**config.mk**
```make
export PLATFORM = sky130hd
export DESIGN_NAME = pwm_wfg_core
export DESIGN_NICKNAME = d
export VERILOG_FILES = /design/src/rtl/pwm_wfg_core.sv
export SDC_FILE = /design/constraint.sdc
export NUM_CORES = 1
export LEC_CHECK = 0
export ABC_CLOCK_PERIOD_IN_PS = 2300
export CORE_UTILIZATION = 35
export CTS_CLUSTER_DIAMETER = 150
export DETAILED_ROUTE_END_ITERATION = 7
export GPL_TIMING_DRIVEN = 0
export HOLD_SLACK_MARGIN = 0.1
export MAX_ROUTING_LAYER = met4
export SYNTH_ARGS = -nofsm -noshare
export SYNTH_HDL_FRONTEND = slang
export SYNTH_SLANG_ARGS = --single-unit
```
**constraint.sdc**
```tcl
create_clock -name mclk -period 2.3 [get_ports mclk]
set_input_delay 0.46 -clock mclk [delete_from_list [all_inputs] [get_ports mclk]]
set_output_delay 0.46 -clock mclk [all_outputs]
set_load 0.02 [all_outputs]
```
**src/rtl/pwm_wfg_core.sv**
```systemverilog
// Single-channel PWM/waveform generator with double-buffered period/compare, one-shot mode and period-end interrupt.
// Optional dead-band insertion on the complementary output is built when PWM_DEADTIME_EN is defined.
module pwm_wfg_core (
  input  logic        mclk,
  input  logic        reset_ssn,
  input  logic        pulse_1us,
  input  logic        pulse_1ms,
  input  logic        reg_cs,
  input  logic        reg_wr,
  input  logic [1:0]  reg_addr,
  input  logic [31:0] reg_wdata,
  input  logic [3:0]  reg_be,
  output logic [31:0] reg_rdata,
  output logic        reg_ack,
  output logic        pwm_out,
  output logic        pwm_out_n,
  output logic        pwm_intr
);

  // Bus handshake: an access is taken on the edge where reg_cs is high and reg_ack_q is low;
  // that edge raises reg_ack for exactly one cycle, commits writes and captures read data.
  typedef enum logic {ST_IDLE = 1'b0, ST_RUN = 1'b1} state_e;

  state_e      state_q, state_d;
  logic        enable_q, one_shot_q, polarity_q, intr_en_q;
  logic [1:0]  tick_sel_q;
  logic [15:0] period_sh_q, cmp_sh_q, period_act_q, cmp_act_q;
  logic [15:0] cnt_q, cnt_d;
  logic        intr_sts_q;
  logic        ack_q;
  logic [31:0] rdata_q, rd_val;
  logic [7:0]  deadtime_rd;
  logic        access, wr_en, rd_en, w1c;
  logic        tick, load_act, period_end, raw;
  logic        unused_bits;

  assign access = reg_cs & ~ack_q;
  assign wr_en  = access & reg_wr;
  assign rd_en  = access & ~reg_wr;
  assign w1c    = wr_en && (reg_addr == 2'd3) && reg_be[0] && reg_wdata[0];
  assign unused_bits = ^{reg_wdata[31:16], reg_be[3:2]};

  always_comb begin
    tick = 1'b0;
    case (tick_sel_q)
      2'd0:    tick = 1'b1;
      2'd1:    tick = pulse_1us;
      2'd2:    tick = pulse_1ms;
      default: tick = 1'b0;
    endcase
  end

  always_comb begin
    state_d    = state_q;
    cnt_d      = cnt_q;
    load_act   = 1'b0;
    period_end = 1'b0;
    case (state_q)
      ST_IDLE: begin
        cnt_d = 16'h0000;
        if (enable_q) begin
          state_d  = ST_RUN;
          load_act = 1'b1;
        end
      end
      ST_RUN: begin
        if (!enable_q) begin
          state_d = ST_IDLE;
          cnt_d   = 16'h0000;
        end else if (tick) begin
          if (cnt_q == period_act_q) begin
            cnt_d      = 16'h0000;
            load_act   = 1'b1;
            period_end = 1'b1;
            if (one_shot_q) state_d = ST_IDLE;
          end else begin
            cnt_d = cnt_q + 16'd1;
          end
        end
      end
      default: state_d = ST_IDLE;
    endcase
  end

  always_ff @(posedge mclk or negedge reset_ssn) begin
    if (!reset_ssn) begin
      state_q      <= ST_IDLE;
      cnt_q        <= 16'h0000;
      enable_q     <= 1'b0;
      tick_sel_q   <= 2'd0;
      one_shot_q   <= 1'b0;
      polarity_q   <= 1'b0;
      intr_en_q    <= 1'b0;
      period_sh_q  <= 16'hFFFF;
      cmp_sh_q     <= 16'h0000;
      period_act_q <= 16'hFFFF;
      cmp_act_q    <= 16'h0000;
      intr_sts_q   <= 1'b0;
      ack_q        <= 1'b0;
      rdata_q      <= 32'h0;
    end else begin
      state_q <= state_d;
      cnt_q   <= cnt_d;
      ack_q   <= access;
      rdata_q <= rd_en ? rd_val : 32'h0;
      if (wr_en && reg_addr == 2'd0 && reg_be[0]) begin
        enable_q   <= reg_wdata[0];
        tick_sel_q <= reg_wdata[2:1];
        one_shot_q <= reg_wdata[3];
        polarity_q <= reg_wdata[4];
        intr_en_q  <= reg_wdata[5];
      end
      // One-shot completion overrides a coincident software enable write.
      if (period_end && one_shot_q) enable_q <= 1'b0;
      if (wr_en && reg_addr == 2'd1) begin
        if (reg_be[0]) period_sh_q[7:0]  <= reg_wdata[7:0];
        if (reg_be[1]) period_sh_q[15:8] <= reg_wdata[15:8];
      end
      if (wr_en && reg_addr == 2'd2) begin
        if (reg_be[0]) cmp_sh_q[7:0]  <= reg_wdata[7:0];
        if (reg_be[1]) cmp_sh_q[15:8] <= reg_wdata[15:8];
      end
      if (load_act) begin
        period_act_q <= period_sh_q;
        cmp_act_q    <= cmp_sh_q;
      end
      if (period_end)  intr_sts_q <= 1'b1;
      else if (w1c)    intr_sts_q <= 1'b0;
    end
  end

  always_comb begin
    rd_val = 32'h0;
    case (reg_addr)
      2'd0:    rd_val = {16'h0, deadtime_rd, 2'b00, intr_en_q, polarity_q, one_shot_q, tick_sel_q, enable_q};
      2'd1:    rd_val = {16'h0, period_sh_q};
      2'd2:    rd_val = {16'h0, cmp_sh_q};
      default: rd_val = {cnt_q, 14'h0, (state_q == ST_RUN), intr_sts_q};
    endcase
  end

  assign raw       = (state_q == ST_RUN) && (cnt_q < cmp_act_q);
  assign reg_ack   = ack_q;
  assign reg_rdata = rdata_q;
  assign pwm_intr  = intr_sts_q & intr_en_q;

`ifdef PWM_DEADTIME_EN
  logic [7:0] deadtime_q, dt_q, dt_d;
  logic       raw_q, p_on_q, n_on_q, p_on_d, n_on_d;

  always_ff @(posedge mclk or negedge reset_ssn) begin
    if (!reset_ssn) deadtime_q <= 8'h00;
    else if (wr_en && reg_addr == 2'd0 && reg_be[1]) deadtime_q <= reg_wdata[15:8];
  end

  // Any raw edge (re)starts the gap, so a pulse shorter than the gap never reaches either output.
  always_comb begin
    dt_d   = dt_q;
    p_on_d = raw;
    n_on_d = ~raw;
    if (raw != raw_q) begin
      dt_d = deadtime_q;
      if (deadtime_q != 8'h00) begin
        p_on_d = 1'b0;
        n_on_d = 1'b0;
      end
    end else if (dt_q != 8'h00) begin
      dt_d = dt_q - 8'd1;
      if (dt_q != 8'd1) begin
        p_on_d = 1'b0;
        n_on_d = 1'b0;
      end
    end
  end

  always_ff @(posedge mclk or negedge reset_ssn) begin
    if (!reset_ssn) begin
      raw_q  <= 1'b0;
      dt_q   <= 8'h00;
      p_on_q <= 1'b0;
      n_on_q <= 1'b1;
    end else begin
      raw_q  <= raw;
      dt_q   <= dt_d;
      p_on_q <= p_on_d;
      n_on_q <= n_on_d;
    end
  end

  assign deadtime_rd = deadtime_q;
  assign pwm_out     = p_on_q ^ polarity_q;
  assign pwm_out_n   = n_on_q ^ polarity_q;
`else
  logic pwm_q;

  always_ff @(posedge mclk or negedge reset_ssn) begin
    if (!reset_ssn) pwm_q <= 1'b0;
    else            pwm_q <= raw ^ polarity_q;
  end

  assign deadtime_rd = 8'h00;
  assign pwm_out     = pwm_q;
  assign pwm_out_n   = ~pwm_q;
`endif

endmodule

```
==> impl_metrics.tcl, run 1 <==
set metrics [dict create \
    outcome "complete, no violations" \
    dr.pass1.iters 5 \
    cts-root-buf "clkbuf_16" \
    worstSetupEndpoint "period_act_q[11]" \
    gp_congestion 0.8349 \
    via_count 5283 \
    critPathBufInv 3 \
    cts_buffer_depth 2 \
    yosysTopAreaCell "dfrtp_1" \
    fp.coreArea_mm2 0.01802 \
    final_area_mm2 0.008189 \
    cts_tree "built" \
    path_depth 8 \
    placed_cell_area_mm2 0.007391 \
    tightest_slew_ns 0.8205 \
    endpoint_kind "flip-flop" \
    cpMostUsedCell "buf_4" \
    synth_top_area_frac 0.3484 \
    hold_viol 0 \
    avgSynthCellArea_um2 10.23 \
    synth_edf_count 0 \
    ys_types 51 \
    ant_nets 0 \
    synthArstFlopShare 1.000 \
    die_w_um 137.9 \
    yosysWarnings 0 \
    cap_violations 0 \
    antennaDiodeCount 0 \
    yosysMostFrequentCell "dfrtp_1" \
    vias_per_cell 5.435 \
    wl_per_cell_um 18.14 \
    rows 49 \
    p_leak_uw 0.003332 \
    period_share 0.9735 \
    slew_viol_final 0 \
    htree_levels 4 \
    antenna_found_initial 0 \
    fin_skew_ns 0.006772 \
    critPathLaunch "period_act_q[9]" \
    dp_hpwl_um 12730 \
    reg2reg_from "period_act_q[9]" \
    grt_max_degree 98 \
    die_area_mm2 0.01902 \
    start_kind "flip-flop" \
    drc 0 \
    worstRegToRegCells 8 \
    holdCritPathClass "flip-flop to flip-flop" \
    netlist_area_mm2 0.006465 \
    grt_first_pass_wirelength_um 28120 \
    synth_ff_type "dfrtp_1" \
    yosys-top-cells-area "dfrtp_1 35%, dfstp_2 13%, mux2_2 6.4%, mux2i_1 4.3%, xnor2_1 3.7%" \
    slew_headroom 0.4510 \
    fin_cells 972 \
    drive_above_1_share 0.2180 \
    fmax_mhz 446.6 \
    critical_path.max_fanout 8 \
    grt.total_usage 0.2035 \
    slowest_delay_ns 0.56 \
    io_buffers 61 \
    cts_buffers 17 \
    setup_viol 0 \
    arrival_ns 2.58 \
    place_inst 923 \
    fp.dieH_um 137.9 \
    r2r_setup_slack_ns 0.06 \
    finalNetCount 790 \
    grt_overflow 0 \
    drt-total-wl_um 17630 \
    insertion_delay_ns 0.42 \
    path_cells "xnor2_1 -> nand4_1 -> nor4_4 -> buf_6 -> buf_4 -> buf_4 -> mux2i_1 -> or3_1" \
    critPathSlowestCell "dfstp_2" \
    min_period_ns 2.239 \
    syn_nets 692 \
    netlist_top_cells_count "90 x dfrtp_1, 61 x nor2_1, 49 x nand2_1" \
    crit_required_ns 2.64 \
    start_util 0.3587 \
    power.density_mw_per_mm2 995.2 \
    path_clk_slew_ns 0.06 \
    ios 80 \
    syn_to_final_growth_pct 26.67 \
    grt_pass1_vias 5231 \
    reg2reg_to "period_act_q[11]" \
    cts.sinks 122 \
    ys_seq_area_frac 0.4784 \
    path_class "flip-flop to flip-flop" \
    drtIter0Drc 372 \
    postSynthCellCount 632 \
    critPathTopFamily "simple AND/OR/NAND/NOR gates" \
    ir_drop_v 0.0006307 \
    ys_seq_elements 122 \
]
cell type report:
type | count | area [um^2]
Multi-Input combinational cell | 443 | 3098
Buffer | 42 | 242.7
Clock buffer | 18 | 439.2
Fill cell | 1681 | 9836
Tap cell | 229 | 286.5
Clock inverter | 14 | 146.4
Sequential cell | 122 | 3102
Timing Repair Buffer | 81 | 784.5
Inverter | 23 | 90.09
cell usage in the layout (no fill, tap or decap), types with 21 or more instances in the layout:
| cell type | synthesis | final |
|---|---|---|
| dfrtp_1 | 90 | 83 |
| nor2_1 | 61 | 61 |
| clkdlybuf4s50_1 | 0 | 60 |
| nand2_1 | 49 | 49 |
| mux2_2 | 37 | 37 |
| nand3_1 | 33 | 33 |
| dfstp_2 | 32 | 32 |
| mux2i_1 | 28 | 28 |
| or3_1 | 28 | 28 |
| xnor2_1 | 27 | 27 |
| inv_1 | 22 | 21 |
cells by family after synthesis:
kind of cell	Yosys count	share of synthesized area
buffers and inverters	67	0.05012
muxes	67	0.1148
and+or+nand+nor	239	0.1817
xor gates and xnor gates	28	0.03910
adders and majority gates	16	0.03097
AOI/OAI and AO/OA	93	0.1049
DFF	122	0.4784
per-layer routing:
layer	part of all wire	vias up	global-route usage
met5	0	-	-
met4	0.010	0	0.05495
met3	0.055	28	0.04459
met2	0.47	196	0.3158
met1	0.46	2597	0.2677
li1	-	2462	-
worst reg2reg max path: cells and delay by family (launching register included):
family / cells / cell delay (ns)
AND/OR/NAND/NOR: 3 / 0.97
flip-flops: 1 / 0.56
buffers and inverters: 3 / 0.44
XOR/XNOR: 1 / 0.13
multiplexers: 1 / 0.06
report_power, final:
part           switching [uW]  total, uW  internal (uW)
Combinational            1140       2170           1030
Sequential                556       3330           2780
Clock                    1020       2640           1620
Total                    2720       8150           5430
sequential cells by signal, indices dropped and copies added, names as in the netlist:
| signal | count |
|---|---|
| polarity_q | 1 |
| intr_en_q | 1 |
| one_shot_q | 1 |
| reg_rdata | 32 |
| state_q | 1 |
| cmp_sh_q | 16 |
| tick_sel_q | 2 |
| reg_ack | 1 |
| cnt_q | 16 |
| enable_q | 1 |
| intr_sts_q | 1 |
| period_sh_q | 16 |
| pwm_out | 1 |
| period_act_q | 16 |
| cmp_act_q | 16 |
what timing repair did:
item	in CTS	in global routing
buffers inserted	0	18
gates resized for setup	4	23
pin swaps	1	6
hold endpoints to repair	20	0
endpoints found under the setup margin	11	65
hold buffers	1	0
worst min-delay path by stage:
stage                         start           end  slack [ns]  depth (start not counted)
after floorplan           reset_ssn  cmp_act_q[0]        0.16                          0
after global placement      reg_ack       reg_ack        0.46                          1
after detailed placement  reset_ssn  cmp_act_q[4]        0.34                          1
after CTS                 reset_ssn     intr_en_q        0.48                          2
after global routing      reset_ssn  reg_rdata[1]        0.51                          2
final                       reg_ack       reg_ack        0.48                          1
per-stage QoR:
stage / setup TNS [ns] / worst slack, ns / total power [uW] / hold WS [ns] / utilization
finish: 0 / 0.06104 / 8150 / 0.4751 / 0.4543
global route: -0.01616 / -0.01249 / 8587 / 0.5063 / 0.4543
floorplan: 0 / 0.2691 / 4608 / 0.1644 / -
CTS: -0.0004095 / -0.0004095 / 8062 / 0.4783 / 0.4439
detailed placement: -25.09 / -0.5054 / 5368 / 0.3446 / 0.4100
global placement: -457.94 / -3.998 / 5253 / 0.4611 / 0.4084
No activity file was read; power rests on OpenSTA's default activity.
==> run 2: changes to the inputs <==
--- a/config.mk
+++ b/config.mk
@@ -6,6 +6,7 @@
 export NUM_CORES = 1
 export LEC_CHECK = 0
 export ABC_CLOCK_PERIOD_IN_PS = 2300
+export CORE_ASPECT_RATIO = 1.5
 export CORE_UTILIZATION = 35
 export CTS_CLUSTER_DIAMETER = 150
 export DETAILED_ROUTE_END_ITERATION = 7
==> constraint.sdc (replaced) <==
create_clock -name mclk -period 2.3 [get_ports mclk]
set_input_delay 0.345 -clock mclk [delete_from_list [all_inputs] [get_ports mclk]]
set_output_delay 0.345 -clock mclk [all_outputs]
set_load 0.02 [all_outputs]
==> run 2 against run 1 <==
Net effect:
- first-iteration DRC count fell by 20%
- sequential cell count did not move
- critical path depth decreased by 2
- global-route usage grew 0.42 points
- core utilization fell by 0.88 points
- die area hardly changed
- clock skew increased by 0.0041 ns
- maximum frequency increased by 0.99%
- sequential power about the same
- clock power hardly changed
- highest routed layer unchanged
==> impl_metrics.tcl, run 2 (same netlist as run 1, synthesis figures left out) <==
set metrics [dict create \
    outcome "complete, no violations" \
    setup_viol 0 \
    p_leak_uw 0.003275 \
    fillCellCount 1710 \
    grt.total_usage 0.2076 \
    cts_buffer_depth 2 \
    largest_reg_flops 32 \
    slew_viol_final 0 \
    antenna_found_initial 0 \
    dp_hpwl_um 13250 \
    path_class "flip-flop to flip-flop" \
    whs_ns 0.4319 \
    layout.area.seq_mm2 0.003094 \
    ant_nets 0 \
    fp.dieH_um 168.5 \
    endpoint_kind "flip-flop" \
    net-switching-power_uw 2721 \
    arrival_ns 2.55 \
    critPathBufInv 0 \
    critical_path.max_fanout 5 \
    ios 80 \
    place_inst 911 \
    die_w_um 113.0 \
    grt_first_pass_wirelength_um 29270 \
    drt-total-wl_um 17870 \
    holdCritPathClass "primary input to asynchronous set/reset pin" \
    syn_to_final_growth_pct 24.17 \
    grt_max_degree 71 \
    finalNetCount 776 \
    htree_levels 4 \
    period_share 0.9639 \
    grt_overflow 0 \
    fmax_mhz 451.1 \
    cts.sinks 122 \
    rows 60 \
    fin_setup_tns_ns 0 \
    layout.cells.most_common_list "89 x dfrtp_1, 61 x nor2_1, 60 x clkdlybuf4s50_1, 49 x nand2_1, 37 x mux2_2" \
    path_cells "ha_1 -> a211oi_2 -> nor2_1 -> or4b_4 -> or3_1 -> o211ai_1" \
    p_clk_frac 0.331 \
    postLayoutCoreUtil 0.4456 \
    final_area_mm2 0.008028 \
    rsz0062_at_grt "no" \
    fin_skew_ns 0.01091 \
    intPower_uw 5344 \
    cts_tree "built" \
    placed_cell_area_mm2 0.007376 \
    path_clk_slew_ns 0.06 \
    cap_violations 0 \
    io_buffers 61 \
    vias_per_cell 5.547 \
    cts-root-buf "clkbuf_16" \
    start_util 0.3588 \
    die_area_mm2 0.01903 \
    pwr-share-comb 0.261 \
    drtIter0Drc 297 \
    grt_pass1_vias 5517 \
    cts_buffers 17 \
    power.density_mw_per_mm2 1005 \
    drive_above_1_share 0.1893 \
    slowest_delay_ns 0.53 \
    tightest_slew_ns 0.9088 \
    via_count 5247 \
    critPathSlowestCell "or4b_4" \
    drc 0 \
    swShare 0.3374 \
    slew_headroom 0.3919 \
    insertion_delay_ns 0.42 \
    final_common_cell "dfrtp_1" \
    antennaDiodeCount 0 \
    ir_drop_v 0.0004321 \
    multi_input_area_mm2 0.003069 \
    gp_congestion 0.8828 \
    seq_power_share 0.409 \
    fp.coreArea_mm2 0.01802 \
    start_kind "flip-flop" \
    fin_cells 946 \
    critPathTopFamily "simple AND/OR/NAND/NOR gates" \
    dr.pass1.iters 6 \
    crit_required_ns 2.63 \
    min_period_ns 2.217 \
    hold_viol 0 \
    wl_per_cell_um 18.89 \
]
==> run 2: cell types whose count changed in the layout (fill, tap and decap cells not counted), moves of 2 or more <==
cell	change
buf_4	-14
clkinvlp_4	-2
dfrtp_1	+6
dfrtp_2	-6
ha_1	+2
ha_4	-2
inv_6	+3
==> run 2: path summary, 6_finish.rpt <==
path	startpoint	end	slack, ns	depth (start not counted)
min in group mclk	reg_ack	reg_ack	0.48	1
max reg2reg	cnt_q[13]	pwm_out	0.08	6
max	cnt_q[13]	pwm_out	0.08	6
min	reset_ssn	reg_rdata[2]	0.43	2
min reg2reg	reg_ack	reg_ack	0.48	1
max in group asynchronous	reset_ssn	period_sh_q[13]	1.10	3
==> run 2: power groups by stage <==
stage               clock network (uW)  registers (uW)  logic, uW
floorplan                            0            3130       1480
global placement                     0            3270       1980
detailed placement                   0            3310       2070
CTS                               2700            3270       2100
global route                      2800            3350       2340
finish                            2670            3300       2100
==> run 2: routing by layer <==
metal,vias up,routed length (um),global-route usage
li1,2432,-,-
met1,2593,7022,0.2297
met2,173,9328,0.3570
met3,49,638,0.02972
met4,0,881,0.1190
met5,-,0,-
==> run 2: per-stage QoR <==
step / power, uW / worst slack [ns]
finish: 8065 / 0.08310
floorplan: 4608 / 0.2691
detailed placement: 5379 / -0.3992
CTS: 8062 / 0.03377
global placement: 5250 / -3.801
global route: 8485 / 0.0005089
==> run 2: repair_timing <==
action,4_1_cts,5_1_grt
setup endpoints to repair,5,44
gates resized for setup,5,9
hold buffers,1,0
setup buffers,0,4
hold endpoints to repair,49,0
==> run 2: area by class of cell <==
cell class | instances | share of cell area
tap | 217 | 0.03382
sequential | 122 | 0.3854
clock inverter | 15 | 0.02042
inverter | 23 | 0.01091
multi-input combinational | 443 | 0.3823
buffer | 42 | 0.02946
timing repair buffer | 67 | 0.08463
clock buffer | 17 | 0.05299
==> run 3: changes to the inputs <==
--- a/config.mk
+++ b/config.mk
@@ -7,11 +7,12 @@
 export LEC_CHECK = 0
 export ABC_CLOCK_PERIOD_IN_PS = 2300
 export CORE_ASPECT_RATIO = 1.5
+export CORE_MARGIN = 3
 export CORE_UTILIZATION = 35
 export CTS_CLUSTER_DIAMETER = 150
 export DETAILED_ROUTE_END_ITERATION = 7
 export GPL_TIMING_DRIVEN = 0
-export HOLD_SLACK_MARGIN = 0.1
+export HOLD_SLACK_MARGIN = 0.05
 export MAX_ROUTING_LAYER = met4
 export SYNTH_ARGS = -nofsm -noshare
 export SYNTH_HDL_FRONTEND = slang
==> run 3 against run 2 <==
Net effect:
- power decreased by 0.36%
- register-to-register slack improved by 0.02 ns
- clock skew decreased by 0.00076 ns
- final cell count increased by 0.11%
- critical endpoint unchanged
- non-clock buffer count increased by 1
==> impl_metrics.tcl, run 3 (same netlist as run 1, synthesis figures left out) <==
set metrics [dict create \
    outcome "complete, no violations" \
    dr.pass1.iters 7 \
    worstRegToRegCells 6 \
    ant_nets 0 \
    holdCritPathClass "primary input to asynchronous set/reset pin" \
    drtIter0Drc 298 \
    final_common_cell "dfrtp_1" \
    fin_skew_ns 0.01015 \
    slew_viol_final 0 \
    grt_max_degree 76 \
    seq_power_share 0.410 \
    fp.dieH_um 172.5 \
    fmax_mhz 454.2 \
    die_area_mm2 0.02017 \
    cts_buffers 17 \
    path_clk_slew_ns 0.06 \
    cts_tree "built" \
    fin_setup_tns_ns 0 \
    drc 0 \
    rsz0062_at_grt "no" \
    antennaDiodeCount 0 \
    critical_path.max_fanout 5 \
    p_clk_frac 0.326 \
    critPathSlowestCell "or4b_4" \
    rows 60 \
    grt.total_usage 0.1956 \
    reg2reg_to "pwm_out" \
    die_w_um 117.0 \
    fillCellCount 1730 \
    setup_viol 0 \
    largest_reg_flops 32 \
    io_buffers 61 \
    htree_levels 4 \
    reg2reg_from "cnt_q[13]" \
    swShare 0.3380 \
    period_share 0.9573 \
    path_cells "ha_4 -> a211oi_2 -> nor2_1 -> or4b_4 -> or3_1 -> o211ai_1" \
    layout_setup_ws_ns 0.09813 \
    endpoint_kind "flip-flop" \
    start_kind "flip-flop" \
    grt_pass1_vias 5496 \
    slowest_delay_ns 0.53 \
    path_class "flip-flop to flip-flop" \
    gp_congestion 0.8936 \
    vias_per_cell 5.596 \
    slew_headroom 0.3772 \
    tightest_slew_ns 0.9308 \
    antenna_found_initial 0 \
    grt_first_pass_wirelength_um 29240 \
    ios 80 \
    cap_violations 0 \
    pwr-share-comb 0.264 \
    min_period_ns 2.202 \
    wl_per_cell_um 19.45 \
    critPathBufInv 0 \
    grt_overflow 0 \
    ir_drop_v 0.0004864 \
    dp_hpwl_um 13510 \
    syn_to_final_growth_pct 24.40 \
    p_leak_uw 0.003264 \
    hold_viol 0 \
    via_count 5299 \
    cts.sinks 122 \
    whs_ns 0.4258 \
    drive_above_1_share 0.1973 \
    intPower_uw 5320 \
    layout.cells.most_common_list "86 x dfrtp_1, 61 x nor2_1, 60 x clkdlybuf4s50_1, 49 x nand2_1, 37 x mux2_2" \
    crit_required_ns 2.63 \
    finalNetCount 777 \
    r2r_setup_slack_ns 0.1 \
    cts_buffer_depth 2 \
    cts-root-buf "clkbuf_16" \
    pre_cts_ws_ns -0.4770 \
    layout.area.seq_mm2 0.003098 \
    drt-total-wl_um 18420 \
    fp.coreArea_mm2 0.01802 \
    multi_input_area_mm2 0.003082 \
    net-switching-power_uw 2716 \
    arrival_ns 2.53 \
    postLayoutCoreUtil 0.4464 \
    critPathTopFamily "simple AND/OR/NAND/NOR gates" \
    start_util 0.3588 \
    insertion_delay_ns 0.43 \
    power.density_mw_per_mm2 999.2 \
]
==> run 3: changes by cell type in the layout (fill, tap and decap cells not counted), sizes merged <==
cell,delta
clkinvlp,+2
buf,+1
bufinv,-1
inv,-1
clkinv,-3
clkbuf,+3
==> run 3: per-stage QoR <==
step | power, uW | cell area, um^2 | instances
finish | 8036 | 8043 | 947
global route | 8451 | 8043 | 947
CTS | 8036 | 7979 | 944
detailed placement | 5393 | 7376 | 911
global placement | 5253 | 7347 | 910
floorplan | 4608 | 6465 | 632
==> run 3: layer usage <==
layer	track usage	vias to the layer above	wire (um)
met2	0.3317	179	9748
met1	0.2217	2633	7188
met3	0.03221	57	696
met5	-	-	0
li1	-	2430	-
met4	0.09581	0	784
==> run 3: power by group through the flow <==
stage | combinational [uW] | clock (uW) | sequential (uW)
final | 2120 | 2620 | 3300
after global placement | 1980 | 0 | 3270
after detailed placement | 2090 | 0 | 3310
after floorplan | 1480 | 0 | 3130
after CTS | 2110 | 2660 | 3270
after global routing | 2340 | 2760 | 3350
==> run 3: worst max-delay path by stage <==
stage | start | end | slack (ns) | cells past startpoint
global placement | reset_ssn | reg_rdata[2] | -3.81 | 1
finish | cnt_q[13] | pwm_out | 0.1 | 6
CTS | tick_sel_q[0] | cmp_act_q[12] | 0.01 | 6
floorplan | cnt_q[13] | pwm_out | 0.27 | 6
global route | period_act_q[15] | cnt_q[9] | 0.008 | 7
detailed placement | pulse_1ms | cmp_act_q[8] | -0.48 | 8
==> run 3: cell type report <==
| cell class | instances | share of cell area |
|---|---|---|
| Inverter | 23 | 0.01089 |
| Buffer | 43 | 0.03034 |
| Clock inverter | 12 | 0.01416 |
| Timing Repair Buffer | 67 | 0.08447 |
| Clock buffer | 20 | 0.05803 |
| Sequential cell | 122 | 0.3852 |
| Multi-Input combinational cell | 443 | 0.3832 |
| Tap cell | 217 | 0.03376 |
==> run 3: what timing repair did <==
| item | CTS | global route |
|---|---|---|
| setup buffers | 0 | 4 |
| gates resized for setup | 7 | 12 |
| cloned | 0 | 0 |
| pin swaps | 0 | 4 |
| endpoints found under the hold margin | 29 | 0 |
| hold buffers | 1 | 0 |
| setup endpoints to repair | 14 | 63 |
